`src/rtl/cpu_ctrl_pkg.sv`:
```
// Shared encodings for the hardwired control sequencer: opcodes, FSM states, IR field layout.
package cpu_ctrl_pkg;
    localparam int OPW      = 5;
    localparam int RSW      = 4;
    localparam int WAIT_MAX = 15;

    localparam int OP_MSB = 31;
    localparam int OP_LSB = 27;
    localparam int RA_MSB = 26;
    localparam int RA_LSB = 23;
    localparam int RB_MSB = 22;
    localparam int RB_LSB = 19;
    localparam int RC_MSB = 18;
    localparam int RC_LSB = 15;

    localparam logic [OPW-1:0] OP_ADD  = 5'b00000;
    localparam logic [OPW-1:0] OP_SUB  = 5'b00001;
    localparam logic [OPW-1:0] OP_AND  = 5'b00010;
    localparam logic [OPW-1:0] OP_OR   = 5'b00011;
    localparam logic [OPW-1:0] OP_SHR  = 5'b00100;
    localparam logic [OPW-1:0] OP_SHL  = 5'b00101;
    localparam logic [OPW-1:0] OP_ROR  = 5'b00110;
    localparam logic [OPW-1:0] OP_ROL  = 5'b00111;
    localparam logic [OPW-1:0] OP_NEG  = 5'b01000;
    localparam logic [OPW-1:0] OP_NOT  = 5'b01001;
    localparam logic [OPW-1:0] OP_MUL  = 5'b01010;
    localparam logic [OPW-1:0] OP_DIV  = 5'b01011;
    localparam logic [OPW-1:0] OP_NOP  = 5'b11000;
    localparam logic [OPW-1:0] OP_HALT = 5'b11001;

    typedef enum logic [3:0] {
        S_IDLE = 4'd0,
        S_T0   = 4'd1,
        S_T1   = 4'd2,
        S_T2   = 4'd3,
        S_T3   = 4'd4,
        S_T4   = 4'd5,
        S_T5   = 4'd6,
        S_T6   = 4'd7,
        S_HALT = 4'd8
    } state_t;
endpackage

```
`src/rtl/control_sequencer_instr_decode.sv`:
```
// Splits the IR into opcode/register fields and classifies the opcode for the sequencer.
module instr_decode
    import cpu_ctrl_pkg::*;
(
    input  logic [31:0]    ir,
    output logic [OPW-1:0] opcode,
    output logic [RSW-1:0] ra,
    output logic [RSW-1:0] rb,
    output logic [RSW-1:0] rc,
    output logic           is_bin,
    output logic           is_unary,
    output logic           is_muldiv,
    output logic           is_nop,
    output logic           is_halt,
    output logic           is_illegal
);
    logic unused_low;

    assign opcode = ir[OP_MSB:OP_LSB];
    assign ra     = ir[RA_MSB:RA_LSB];
    assign rb     = ir[RB_MSB:RB_LSB];
    assign rc     = ir[RC_MSB:RC_LSB];
    assign unused_low = ^ir[RC_LSB-1:0];

    // ADD..ROL occupy the block whose top two opcode bits are zero
    assign is_bin     = (opcode[OPW-1:OPW-2] == 2'b00);
    assign is_unary   = (opcode == OP_NEG) || (opcode == OP_NOT);
    assign is_muldiv  = (opcode == OP_MUL) || (opcode == OP_DIV);
    assign is_nop     = (opcode == OP_NOP);
    assign is_halt    = (opcode == OP_HALT);
    assign is_illegal = !(is_bin || is_unary || is_muldiv || is_nop || is_halt);
endmodule

```
`src/rtl/control_sequencer.sv`:
```
// Hardwired control unit: fetch T0-T2 then per-class execute states, decoding datapath strobes from state and IR.
module control_sequencer
    import cpu_ctrl_pkg::*;
#(
    parameter int WAIT_LIMIT = WAIT_MAX
) (
    input  logic           clk,
    input  logic           clr,
    input  logic           start,
    input  logic           mem_ready,
    input  logic [31:0]    ir,
    output logic           pc_out,
    output logic           mar_in,
    output logic           inc_pc,
    output logic           pc_in,
    output logic           read,
    output logic           mdr_in,
    output logic           mdr_out,
    output logic           ir_in,
    output logic           y_in,
    output logic           z_in,
    output logic           zlo_out,
    output logic           zhi_out,
    output logic           lo_in,
    output logic           hi_in,
    output logic           reg_out_en,
    output logic [RSW-1:0] reg_out_sel,
    output logic           reg_in_en,
    output logic [RSW-1:0] reg_in_sel,
    output logic [OPW-1:0] alu_op,
    output logic           instr_done,
    output logic           illegal,
    output logic           bus_err,
    output logic           halted
);
    localparam int WCW = $clog2(WAIT_LIMIT + 1);

    state_t         state, state_nxt;
    logic [WCW-1:0] wait_cnt;
    logic           timeout;

    logic [OPW-1:0] opcode;
    logic [RSW-1:0] ra, rb, rc;
    logic           is_bin, is_unary, is_muldiv, is_nop, is_halt, is_illegal;

    instr_decode u_dec (
        .ir        (ir),
        .opcode    (opcode),
        .ra        (ra),
        .rb        (rb),
        .rc        (rc),
        .is_bin    (is_bin),
        .is_unary  (is_unary),
        .is_muldiv (is_muldiv),
        .is_nop    (is_nop),
        .is_halt   (is_halt),
        .is_illegal(is_illegal)
    );

    // the cycle that would bring the count to the limit is the last one spent in T1
    assign timeout = (state == S_T1) && !mem_ready && (wait_cnt == WCW'(WAIT_LIMIT - 1));

    always_ff @(posedge clk) begin
        if (clr) begin
            state    <= S_IDLE;
            wait_cnt <= '0;
            bus_err  <= 1'b0;
        end else begin
            state <= state_nxt;
            if (state == S_T1 && !mem_ready && !timeout)
                wait_cnt <= wait_cnt + 1'b1;
            else
                wait_cnt <= '0;
            if (timeout)
                bus_err <= 1'b1;
        end
    end

    always_comb begin
        state_nxt   = state;
        pc_out      = 1'b0;
        mar_in      = 1'b0;
        inc_pc      = 1'b0;
        pc_in       = 1'b0;
        read        = 1'b0;
        mdr_in      = 1'b0;
        mdr_out     = 1'b0;
        ir_in       = 1'b0;
        y_in        = 1'b0;
        z_in        = 1'b0;
        zlo_out     = 1'b0;
        zhi_out     = 1'b0;
        lo_in       = 1'b0;
        hi_in       = 1'b0;
        reg_out_en  = 1'b0;
        reg_out_sel = '0;
        reg_in_en   = 1'b0;
        reg_in_sel  = '0;
        alu_op      = '0;
        instr_done  = 1'b0;
        illegal     = 1'b0;
        halted      = 1'b0;
        case (state)
            S_IDLE, S_HALT: begin
                halted = 1'b1;
                if (start) state_nxt = S_T0;
            end
            S_T0: begin
                pc_out    = 1'b1;
                mar_in    = 1'b1;
                inc_pc    = 1'b1;
                state_nxt = S_T1;
            end
            S_T1: begin
                read   = 1'b1;
                mdr_in = 1'b1;
                if (mem_ready) begin
                    pc_in     = 1'b1;
                    state_nxt = S_T2;
                end else if (timeout) begin
                    state_nxt = S_HALT;
                end
            end
            S_T2: begin
                mdr_out   = 1'b1;
                ir_in     = 1'b1;
                state_nxt = S_T3;
            end
            S_T3: begin
                if (is_bin || is_muldiv) begin
                    reg_out_en  = 1'b1;
                    reg_out_sel = is_bin ? rb : ra;
                    y_in        = 1'b1;
                    state_nxt   = S_T4;
                end else if (is_unary) begin
                    state_nxt = S_T4;
                end else begin
                    instr_done = 1'b1;
                    illegal    = is_illegal;
                    state_nxt  = is_halt ? S_HALT : S_T0;
                end
            end
            S_T4: begin
                reg_out_en  = 1'b1;
                reg_out_sel = is_bin ? rc : rb;
                alu_op      = opcode;
                z_in        = 1'b1;
                state_nxt   = S_T5;
            end
            S_T5: begin
                zlo_out = 1'b1;
                if (is_muldiv) begin
                    lo_in     = 1'b1;
                    state_nxt = S_T6;
                end else begin
                    reg_in_en  = 1'b1;
                    reg_in_sel = ra;
                    instr_done = 1'b1;
                    state_nxt  = S_T0;
                end
            end
            S_T6: begin
                zhi_out    = 1'b1;
                hi_in      = 1'b1;
                instr_done = 1'b1;
                state_nxt  = S_T0;
            end
            default: state_nxt = S_IDLE;
        endcase
    end
endmodule

```
`config.mk`:
```
export PLATFORM = sky130hd
export DESIGN_NAME = control_sequencer
export DESIGN_NICKNAME = d
export VERILOG_FILES = /design/src/rtl/cpu_ctrl_pkg.sv /design/src/rtl/control_sequencer_instr_decode.sv /design/src/rtl/control_sequencer.sv
export SDC_FILE = /design/constraint.sdc
export NUM_CORES = 1
export LEC_CHECK = 0
export CORE_ASPECT_RATIO = 0.9
export CORE_MARGIN = 1
export CORE_UTILIZATION = 37
export CTS_BUF_LIST = sky130_fd_sc_hd__clkbuf_8
export DETAILED_ROUTE_END_ITERATION = 7
export GPL_ROUTABILITY_DRIVEN = 0
export PLACE_DENSITY = 0.87
export SETUP_SLACK_MARGIN = 0.1
export SYNTH_ARGS = -nofsm -noshare
export SYNTH_HDL_FRONTEND = slang
export SYNTH_SLANG_ARGS = --single-unit
```
`constraint.sdc`:
```
create_clock -name clk -period 3.17 [get_ports clk]
set_input_delay 0.4755 -clock clk [delete_from_list [all_inputs] [get_ports clk]]
set_output_delay 0.4755 -clock clk [all_outputs]
set_load 0.01 [all_outputs]
```
* Word level (Yosys, flattened, before mapping) *
Cells that the tools add are included.

cells by class
  bitwise operators = 1
  eq/ne operators = 17
  muxes and demuxes = 37
  reductions and logical operators = 18
  $add $sub $neg = 1

operator list
  operator               count
  $mux W4                11
  $pmux W4 S8            1
  $eq A5 B4 Y1 const B   4
  $mux W1                20
  $eq A4 B3 Y1 const B   4
  $eq A5 B5 Y1 const B   2
  $eq A4 B2 Y1 const B   2
  $eq A4 B4 Y1 const B   2
  $pmux W4 S2            1
  $logic_or A1 B1 Y1     7
  $mux W5                1
  $add A4 B1 Y4 const B  1
  $eq A4 B1 Y1 const B   1
  $logic_not A4 Y1       1
  $reduce_or A2 Y1       2
  $logic_and A1 B1 Y1    3
  $logic_not A1 Y1       3
  $mux W3                1
  $ne A3 B3 Y1 const B   1
  $pmux W1 S3            1
  $logic_not A2 Y1       1
  $ne A2 B2 Y1 const B   1
  $pmux W1 S2            1
  $reduce_and A2 Y1      1
  $not A1 Y1             1

storage, ports and cells
  word-level logic and storage cells = 77
  input port bits = 36
  register bits = 9

* Logic depth before layout (Yosys ltp) *
Gate-level depths: netlist of the first run.

  depth in word-level cells = 10
  mapped depth = 6
  mapped depth without buffers = 5

* Cells and area by module *
From an unflattened synthesis of the first run, not the netlist that was laid out.

second synthesis, totals
  cell total of the unflattened synthesis = 133
  area, all modules = 1046.0 um2

modules (own cells, without submodules)
  module             times used  seq. area each (um2)  cells each  area each (um2)
  control_sequencer  1           180.2                 108         859.6
  instr_decode       1           0.0                   25          186.4

* Worst setup path before layout of the first run *
No wires, ideal clock.

  kind = input -> output
  start = in ir[31]
  end = out reg_out_sel[1]
  path slack = 1.106 ns
  arrival = 1.588 ns
  required time = 2.694 ns
  cell stages on the path = 5
  cells stage by stage = clkbuf_1 > nor4bb_1 > clkbuf_1 > o21ai_0 > o22ai_1

between the ends
  word-level cells in the longest chain between the ends = 5

RTL lines
  element             RTL line                              text
  start, declared     control_sequencer.sv:11               input logic [31:0] ir,
  $eq A5 B4 Y1        control_sequencer_instr_decode.sv:28  assign is_muldiv = (opcode == OP_MUL) || (opcode == OP_DIV);
  $logic_or A1 B1 Y1  control_sequencer_instr_decode.sv:28
  $logic_or A1 B1 Y1  control_sequencer.sv:130              if (is_bin || is_muldiv) begin
  $mux W4             control_sequencer.sv:130
  $pmux W4 S2 (*)     control_sequencer.sv:103              case (state)
  end, declared       control_sequencer.sv:27               output logic [RSW-1:0] reg_out_sel,

Mark *: on every way between the ends. The rest lies on a longest branch, timed or not.

* Final worst setup path of the first run *
  start = in ir[31]
  end = out reg_out_sel[3]

Same word-level chain as after synthesis.

==> results of run 1 <==
-- cell usage after synthesis (all sizes together), types with 2 or more instances --
cell and count:
inv 7, buf 6, o311ai 3, dfxtp 9, a31oi 3, or4 2, clkbuf 8, nor4b 3
nor4bb 3, nand3b 4, nor2b 3, ha 2, and2 10, nor3 4, o211ai 2, nand3 9
a21oi 3, nand2 5, and3 3, nor2 10, mux2i 2
-- sequential cells by signal, summed over array words and instances, names as in the netlist --
signal	flops
wait_cnt	4
bus_err	1
state	4
-- worst max-delay path by stage --
stage / to / slack (ns)
after floorplan: reg_out_sel[1] / 1.11
after global placement: reg_out_sel[1] / 0.17
after detailed placement: reg_out_sel[1] / 0.06
after CTS: reg_in_sel[0] / 0.16
after global routing: reg_out_sel[3] / 0.08
final: reg_out_sel[3] / 0.16
-- what timing repair did --
item	4_1_cts	5_1_grt
resized for setup	1	3
endpoints found under the setup margin	1	7
pin swaps	0	0
gates cloned	0	0
-- routing by layer --
layer / part of all wire [%] / track usage (%)
met4: 0 / 5.13
met5: 0 / 0
met3: 3.8 / 6.23
met2: 54 / 41.7
met1: 42 / 32.3
-- cells by family (layout without fill, tap and decap cells) --
logic type	after synthesis	in the layout	synth area share, %
buffers and inverters	21	71	11.5
AND/OR/NAND/NOR	61	61	41.8
multiplexers	3	3	3.42
AO/OA/AOI/OAI	23	23	18.9
XOR/XNOR	2	2	1.92
flip-flops	9	9	19.7
adder cells (fa/ha/maj)	2	2	2.74
-- through the flow --
| step | hold WS [ns] | instances |
|---|---|---|
| 4_1_cts | 0.473 | 198 |
| 3_3_place_gp | 0.448 | 194 |
| 5_1_grt | 0.501 | 198 |
| 2_1_floorplan | 0.439 | 121 |
| 3_5_place_dp | 0.459 | 194 |
| 6_report | 0.473 | 198 |
-- layout make-up --
type	count	area, um^2	area share, %
clock inverters	1	3.75	0.247
flip-flops and latches	9	181	12.0
well taps	27	33.8	2.23
clock buffers	3	41.3	2.72
repair buffers	60	583	38.4
inverters	7	26.3	1.73
multi-input cells	91	648	42.7
-- power breakdown --
part | total [W] | internal [W] | switching (W)
Combinational | 0.000216 | 0.000120 | 0.0000959
Sequential | 0.000148 | 0.000122 | 0.0000260
Clock | 0.000131 | 0.0000844 | 0.0000464
Total | 0.000495 | 0.000326 | 0.000168
==> impl_summary.log, run 1 <==
INFO  metric status = completed
INFO  metric timing.critical_path.required = 2.69 ns
INFO  metric initial_utilization = 40.4%
INFO  metric floorplan.die.width = 54.4 um
INFO  metric timing.critical_path.max_delay_family = buffers and inverters
INFO  metric power = between 0.0004 and 0.0005 W
INFO  metric layout.cells.most_common = sky130_fd_sc_hd__clkdlybuf4s50_1
INFO  metric actual_transition_at_the_worst_max_transition_pin = 0.500 ns
INFO  metric synth.ff_latch_count = 9
INFO  metric grt_overflow_total = 0
INFO  metric post-route-period-util = 94.9%
INFO  metric global_route_wire_length_before_repair = 4950 um
INFO  metric reg2reg_depth = 3
INFO  metric rsz_0062_raised_after_global_routing = true
INFO  metric critPathMaxFanout = 6
INFO  metric power.density_cell_area = around 330 nW/um^2
INFO  metric drt_iter0_markers = 19
INFO  metric io-pin-count = 69
INFO  metric layout.nets = 210
INFO  metric drt.antenna.violating_nets = 0
INFO  metric drive_above_1_share = 12.9%
INFO  metric utilization = 67.1%
INFO  metric cts_max_level = 1
INFO  metric dpl_worst_slack = 0.0584 ns
INFO  metric place_hpwl = 2450 um
INFO  metric min_path_cells = 1
INFO  metric setup.worst_path.class = in -> out
INFO  metric grt_start_max_net_pins = 19
INFO  metric netlist.top_cell.by_area = sky130_fd_sc_hd__dfxtp_1
INFO  metric cts_tree = yes
INFO  metric relSlewSlack = 66.6%
INFO  metric critical_path.reg2reg.endpoint = state[1]
INFO  metric total_wirelength_of_the_detailed_routed_design = 3140 um
INFO  metric cts_made_buffers = 3
INFO  metric timing.reg2reg.setup_slack = 1.24 ns
INFO  metric critical_path_cell_count = 7
INFO  metric number_of_hold_violations_in_the_final_report = 0
INFO  metric start_kind = input pin
INFO  metric final.min_clock_period = 3.01 ns
INFO  metric cpMaxStageDelayCell = sky130_fd_sc_hd__clkdlybuf4s50_1
INFO  metric end_kind = primary output
INFO  metric synth_top_area_share = 19.7%
INFO  metric clockRootBuffer = sky130_fd_sc_hd__clkbuf_8
INFO  metric worst_clock_skew = 0.00480 ns
INFO  metric portBuffers = 53
INFO  metric clock_slew_at_the_register_clock_pins_of_the_worst_setup_and_hold_paths = 0.04 ns
INFO  metric drv.max_cap_violation_count = 0
INFO  metric detailroute.via_count = 1091
INFO  metric setup_slack = 0.162 ns
INFO  metric ys_dominant_reg_cell = sky130_fd_sc_hd__dfxtp_1
INFO  metric syn_area = roughly 900 um^2
INFO  metric mapped_nets = roughly 160
INFO  metric antenna_found_initial = 0
INFO  metric timing.critical_path.arrival = about 2.5 ns
INFO  metric synth.yosys.seq_area_share = 19.7%
INFO  metric max-vdd-ir-drop = 0.000316 V
INFO  metric postSynth.asyncResetShare = 0%
INFO  metric die-height = 49.1 um
INFO  metric first_pass_iters = 4
INFO  metric clkSinkCount = 9
INFO  metric die_area = ~2700 um^2
INFO  metric synthesis_warning_total = 0
INFO  metric synthesis.instances = 121
INFO  metric max_clock_freq = 0.332 GHz
INFO  metric placement_rows = 16
INFO  metric core_region_area = 2260 um^2
INFO  metric timing.final.setup_violations = 0
INFO  metric setup_tns = 0 ns
INFO  metric holdCritPathClass = reg -> reg
INFO  metric syn_avg_cell_area = 7.55 um^2
INFO  metric ys_top_cells_by_area = sky130_fd_sc_hd__dfxtp_1, sky130_fd_sc_hd__and2_1, sky130_fd_sc_hd__nand3_1
INFO  metric synth-edff-count = 0
INFO  metric nFillCells = 200
INFO  metric grt_util_all_layers = 25.2%
INFO  metric synthDistinctLibCells = 44
INFO  metric postPlaceCellArea = 1450 um^2
INFO  metric area_delta_synth_final = 66.2%
INFO  metric cts_hold_fix_bufs = 0
INFO  metric cts_max_path_buffers = 2
INFO  metric min_delay_worst_endpoint = wait_cnt[0]
INFO  metric n_antenna_cell = 0
INFO  metric worst-path-buf-inv = 4
INFO  metric post-cts-setup-buffer-count = 0
INFO  metric timing.critical_path.cells = clkdlybuf4s50_1 -> buf_4 -> nor2_1 -> buf_4 -> a31oi_1 -> a31oi_1 -> clkdlybuf4s50_1
INFO  metric setup.worst_path.start = ir[31]
INFO  metric wl_per_cell = ~16 um
INFO  metric static-leakage-power = between 0.5 and 0.6 nW
INFO  metric highest_cell_delay_on_the_worst_timing_path = between 0.5 and 0.6 ns
INFO  metric postLayoutCellArea = roughly 1500 um^2
INFO  metric layout.cells.most_common_list = sky130_fd_sc_hd__clkdlybuf4s50_1, sky130_fd_sc_hd__and2_1, sky130_fd_sc_hd__nand3_1, sky130_fd_sc_hd__inv_1, sky130_fd_sc_hd__dfxtp_1
INFO  metric clk_latency_worst_skew_pair = 0.23 ns
INFO  metric viasPerCell = 5.51
INFO  metric source_of_the_worst_hold_timing_path = wait_cnt[0]
INFO  metric grt_pass1_vias = about 1100
INFO  metric drt_drc_violations_left = 0
INFO  metric slew_viol_final = 0
INFO  metric worstReg2RegStart = state[1]
Note: power is estimated with default switching activity, not from simulation.
==> inputs of run 2 (changes only) <==
--- a/config.mk
+++ b/config.mk
@@ -11,7 +11,7 @@
 export CTS_BUF_LIST = sky130_fd_sc_hd__clkbuf_8
 export DETAILED_ROUTE_END_ITERATION = 7
 export GPL_ROUTABILITY_DRIVEN = 0
-export PLACE_DENSITY = 0.87
+export PLACE_DENSITY = 0.95
 export SETUP_SLACK_MARGIN = 0.1
 export SYNTH_ARGS = -nofsm -noshare
 export SYNTH_HDL_FRONTEND = slang
==> run 2 against run 1 <==
- final area decreased by 1.5%
- non-clock buffer count decreased by 1
- first-iteration DRC count increased by 63%
- fmax increased by 3.7%
- clock skew decreased by 0.0026 ns
- global-route usage decreased by 2.1 points
- highest routed layer is now met4
- combinational power about the same
- via count increased by 3.2%
- register-to-register slack about the same
- sequential share of layout area increased by 0.096 points
- utilization decreased by 1.0 points
- critical endpoint is now reg_in_sel[0]
- die area unchanged
==> impl_summary.log, run 2 (synthesis results as in run 1) <==
INFO  metric place.detailed.instances = 193
INFO  metric clock_slew_at_the_register_clock_pins_of_the_worst_setup_and_hold_paths = approximately 0.05 ns
INFO  metric placement_rows = 16
INFO  metric drt_iter0_markers = 31
INFO  metric post-cts-setup-buffer-count = 0
INFO  metric max_clock_freq = 0.345 GHz
INFO  metric initial_utilization = 40.4%
INFO  metric status = completed
INFO  metric grt_met1_usage = 28.6%
INFO  metric cts_tree = yes
INFO  metric holdCritPathClass = reg -> reg
INFO  metric grtUsageMet2 = between 30% and 40%
INFO  metric area_delta_synth_final = 63.7%
INFO  metric die_area = 2670 um^2
INFO  metric drt.antenna.violating_nets = 0
INFO  metric ff_latch_area = 180 um^2
INFO  metric grt_util_all_layers = 23.1%
INFO  metric worst_clock_skew = between 0.002 and 0.0025 ns
INFO  metric clockRootBuffer = sky130_fd_sc_hd__clkbuf_8
INFO  metric timing.final.setup_violations = 0
INFO  metric n_antenna_cell = 0
INFO  metric wl_per_cell = 14.8 um
INFO  metric cts_max_level = 1
INFO  metric max-vdd-ir-drop = 0.000236 V
INFO  metric io-pin-count = 69
INFO  metric die-height = 49.1 um
INFO  metric grt_overflow_total = 0
INFO  metric portBuffers = 53
INFO  metric floorplan.die.width = 54.4 um
INFO  metric cts_max_path_buffers = 2
INFO  metric final.min_clock_period = 2.90 ns
INFO  metric worst-path-buf-inv = 3
INFO  metric place_hpwl = 2190 um
INFO  metric clkSinkCount = 9
INFO  metric groute.layer.met3.usage = 3.12%
INFO  metric highest_cell_delay_on_the_worst_timing_path = 0.55 ns
INFO  metric setup.worst_path.class = in -> out
INFO  metric global_route_wire_length_before_repair = 4600 um
INFO  metric cpMaxStageDelayCell = sky130_fd_sc_hd__clkdlybuf4s50_1
INFO  metric timing.critical_path.max_delay_family = buffers and inverters
INFO  metric timing.critical_path.arrival = 2.43 ns
INFO  metric ctsResizeCount = 0
INFO  metric drt_drc_violations_left = 0
INFO  metric layout.nets = around 210
INFO  metric layout.cells.most_common = sky130_fd_sc_hd__clkdlybuf4s50_1
INFO  metric utilization = 66.1%
INFO  metric setup_tns = 0 ns
INFO  metric critPathMaxFanout = 7
INFO  metric cts_made_buffers = 3
INFO  metric power.density_cell_area = roughly 330 nW/um^2
INFO  metric static-leakage-power = a little under 0.6 nW
INFO  metric rsz_0062_raised_after_global_routing = false
INFO  metric reg.largest.list = state: 4 flops, wait_cnt: 4 flops, bus_err: 1 flops
INFO  metric drive_above_1_share = 11.2%
INFO  metric detailroute.via_count = 1126
INFO  metric clk_latency_worst_skew_pair = 0.23 ns
INFO  metric grt.busiest_layer = met2
INFO  metric post-route-period-util = 91.5%
INFO  metric timing.critical_path.cells = clkdlybuf4s50_1 -> nor4bb_2 -> buf_4 -> nor3_1 -> and2_1 -> clkdlybuf4s50_1
INFO  metric grt_pass1_vias = 1023
INFO  metric drv.max_cap_violation_count = 0
INFO  metric total_wirelength_of_the_detailed_routed_design = approximately 2900 um
INFO  metric core_region_area = 2260 um^2
INFO  metric nFillCells = 186
INFO  metric multiInputGateArea = 634 um^2
INFO  metric timing.critical_path.required = 2.69 ns
INFO  metric number_of_hold_violations_in_the_final_report = 0
INFO  metric first_pass_iters = 5
INFO  metric start_kind = input pin
INFO  metric end_kind = primary output
INFO  metric cts_hold_fix_bufs = 0
INFO  metric layout.cells.most_common_list = sky130_fd_sc_hd__clkdlybuf4s50_1, sky130_fd_sc_hd__and2_1, sky130_fd_sc_hd__nand3_1, sky130_fd_sc_hd__dfxtp_1, sky130_fd_sc_hd__inv_1
INFO  metric grt_start_max_net_pins = 26
INFO  metric antenna_found_initial = 0
INFO  metric slew_viol_final = 0
INFO  metric final_cell_count_no_fill = around 200
INFO  metric relSlewSlack = 64.8%
INFO  metric crit_top_cell = sky130_fd_sc_hd__clkdlybuf4s50_1
INFO  metric actual_transition_at_the_worst_max_transition_pin = 0.527 ns
INFO  metric viasPerCell = 5.72
-- run 2: per-layer routing --
layer / part of all wire [%] / up-vias
li1: - / 530
met1: 41 / 528
met2: 51 / 64
met3: 7.3 / 4
met4: 0.86 / 0
met5: 0 / -
-- run 2: worst register-to-register path: stages (launching register included) --
cell and delay, ns:
sky130_fd_sc_hd__dfxtp_1 0.62, sky130_fd_sc_hd__or4b_4 0.57, sky130_fd_sc_hd__or4_4 0.55, sky130_fd_sc_hd__o31ai_1 0.10
-- run 2: path summary, 6_finish.rpt --
check | from | end | slack (ns) | depth (start not counted)
setup / recovery | ir[28] | reg_in_sel[0] | 0.27 | 6
hold / removal | wait_cnt[0] | wait_cnt[0] | 0.47 | 1
setup reg to reg | state[1] | state[1] | 1.24 | 3
hold reg to reg | wait_cnt[0] | wait_cnt[0] | 0.47 | 1
-- run 2: final cells by class --
type / instances / area share (%)
Multi-Input combinational cell: 91 / 42.4
Inverter: 7 / 1.76
Timing Repair Buffer: 59 / 38.5
Clock buffer: 3 / 2.76
Clock inverter: 1 / 0.251
Tap cell: 27 / 2.26
Sequential cell: 9 / 12.1
-- run 2: through the flow --
stage	setup WS, ns	total power (W)	area [um^2]	hold slack [ns]
5_1_grt	0.117	0.000514	1500	0.512
6_report	0.268	0.000488	1500	0.472
3_3_place_gp	0.271	0.000344	1440	0.448
4_1_cts	0.216	0.000486	1490	0.478
2_1_floorplan	1.11	0.000265	913	0.439
3_5_place_dp	0.228	0.000353	1440	0.464
-- run 2: power by group --
group	leakage, nW	internal, W	total (W)	switching (W)
Combinational	0.482	0.000119	0.000216	0.0000967
Sequential	0.0730	0.000122	0.000140	0.0000185
Clock	0.0269	0.0000846	0.000132	0.0000478
==> RTL edit, RTL diff (flow settings as in run 2) <==
Put one more register stage on the output `bus_err`, without a reset. The value now appears one clock later. The other outputs are not delayed to match.
--- a/src/rtl/control_sequencer.sv
+++ b/src/rtl/control_sequencer.sv
@@ -35,6 +35,8 @@
 );
     localparam int WCW = $clog2(WAIT_LIMIT + 1);
 
+    logic bus_err_s0;
+
     state_t         state, state_nxt;
     logic [WCW-1:0] wait_cnt;
     logic           timeout;
@@ -64,7 +66,7 @@
         if (clr) begin
             state    <= S_IDLE;
             wait_cnt <= '0;
-            bus_err  <= 1'b0;
+            bus_err_s0 <= 1'b0;
         end else begin
             state <= state_nxt;
             if (state == S_T1 && !mem_ready && !timeout)
@@ -72,7 +74,7 @@
             else
                 wait_cnt <= '0;
             if (timeout)
-                bus_err <= 1'b1;
+                bus_err_s0 <= 1'b1;
         end
     end
 
@@ -168,5 +170,9 @@
             default: state_nxt = S_IDLE;
         endcase
     end
+    always_ff @(posedge clk) begin
+        bus_err <= bus_err_s0;
+    end
+
 endmodule
 
Check against the original RTL: same outputs for any inputs over 10 cycles, from zero or initial values; that may be too few to reach the edited logic, so the function may still have changed.
==> RTL edit against run 2 <==
  * Routed wire length down 8.1%
  * Sequential cell count up 1
  * Area after synthesis down 0.14%
  * Die area down 0.14%
  * Synthesized cell count down 5.8%
  * Clock skew up 0.0011 ns
  * Setup slack worse by 0.041 ns
  * Cell area up 0.75%
  * Power down 5.1%
  * Combinational power down 27%
  * Sequential power up 5%
  * Largest power group unchanged
==> RTL edit: results (changes against run 2) <==
Synth
  • Synth top cells by count: 12 x and2_1, 10 x dfxtp_1, 10 x nor2_1
  • Synthesized net count: 152 (-4.4%)
  • Netlist cell types: 42 (-4.5%)
  • Ys async rst share: 0 (unchanged)
  • Post-synthesis xor/xnor area fraction: 0.01920 (+0.00002631)
  • Multiplexer share of the synthesized area: 0.07407 (+0.03983)
  • Register area share after synthesis: 0.2195 (+0.02222)
  • Synth Area in Compound Gates: 0.1605 (-0.02855)
  • Adder-cell share of the synthesized area: 0.02743 (+0.00003758)
  • Synth top area cells: dfxtp_1 22%, and2_1 8.2%, mux2_2 7.4%

Detailed routing
  • Detailed Routing Iterations Pass 1: 4 (-1)
  • Via count: 1030 (-8.5%)
  • Initial drt markers: 20 (-35%)

GRT
  • Largest net degree at the start of global routing: 13 (-50%)
  • Global-route wire length before repair: 4050 um (-12%)
  • Initial antenna violation count: 0 (unchanged)
  • Vias in the first global route: 976 (-4.6%)
  • Global-route usage over all layers: 0.2016 (-0.02907)

Timing
  • Hold_ws: 0.3554 ns (-0.1169 ns)
  • Clock Skew: 0.003308 ns (+0.001147 ns)
  • F_max: 339.8 MHz (-1.4%)
  • Slew @ Worst Pin: 0.5334 ns (+0.006529 ns)

Finish
  • Fillcell total: 183 (-1.6%)
  • Nets: 205 (-1.9%)
  • Share of cells above drive strength 1: 0.1386 (+0.02679)
  • Top flop regs: state: 4 flops, wait_cnt: 4 flops

Worst hold path
  • Hold depth: 0 (-1)

Outcome
  • Status: complete, no violations

Critical path
  • Crit path DAT: 2.47 ns (+0.04 ns)
  • Crit-path max FO: 6 (-1)
  • R2R setup slack: 1.45 ns (+0.21 ns)
  • Reg2Reg Depth: 4 (+1)

Placement
  • Worst slack, placed: 0.1877 ns (-0.04052 ns)
  • Dpl hpwl: 2137 um (-2.5%)

Power
  • Peak VDD IR: 0.2519 mV (+6.5%)
  • Leak: 0.0005505 uW (-5.4%)

CTS
  • Num CTS Buffers: 3 (unchanged)
RTL edit: cell count changes in the layout (fill, tap and decap cells not counted), moves of 4 or more:
| cell | delta |
|---|---|
| nand3_1 | -6 |
| nor3_1 | +4 |
| nor2_2 | -4 |
| mux2_2 | +5 |
| nor2_1 | +4 |
RTL edit: per-layer routing:
layer	share of wire	vias to the layer above	wire, um	GRT usage
met4	0.010	0	27	0.07692
li1	-	508	-	-
met3	0.11	3	285	0.04050
met5	0	-	0	0
met2	0.53	54	1412	0.3821
met1	0.35	465	945	0.2026
RTL edit: cell families (layout without fill, tap and decap cells):
logic type / count (synthesis) / in the layout
adders and majority gates: 2 / 2
DFF: 10 / 10
muxes: 6 / 6
xor gates and xnor gates: 2 / 2
AOI/OAI and AO/OA: 20 / 20
and+or+nand+nor: 58 / 58
buffers and inverters: 16 / 68
RTL edit: through the flow:
stage | instances | area [um2]
after floorplan | 114 | 912.1
after global placement | 189 | 1445
after detailed placement | 189 | 1445
after CTS | 193 | 1500
after global routing | 193 | 1506
final | 193 | 1506
RTL edit: path summary, 6_finish.rpt:
kind / start / endpoint
worst max-delay path: ir[28] / reg_out_sel[3]
worst max register to register: state[2]$_SDFFE_PP0P_ / state[3]$_SDFFE_PP0P_
worst min register to register: bus_err_s0$_SDFFE_PP0P_ / bus_err$_DFF_P_
worst min-delay path: bus_err_s0$_SDFFE_PP0P_ / bus_err$_DFF_P_
RTL edit: worst max-delay path, delay by kind of cell:
| kind | cells | cell delay, ns |
|---|---|---|
| compound gates | 2 | 0.45 |
| buf+inv | 2 | 1.06 |
| simple gates | 2 | 0.48 |
RTL edit: cell type report:
type	count	share of cell area
well taps	27	0.02243
inverters	6	0.01495
multi-input cells	88	0.4161
clock buffers	4	0.03654
repair buffers	58	0.3771
flip-flops and latches	10	0.1329
RTL edit: what timing repair did:
item,in CTS,in global routing
buffers inserted,0,0
resized for setup,0,1
setup endpoints to repair,0,3
hold buffers,0,0
RTL edit: power by group:
group | internal, uW | leakage (uW) | switching [uW]
registers | 132 | 0.0000810 | 15.2
logic | 90.2 | 0.000441 | 67.7
clock network | 109 | 0.0000288 | 48.7
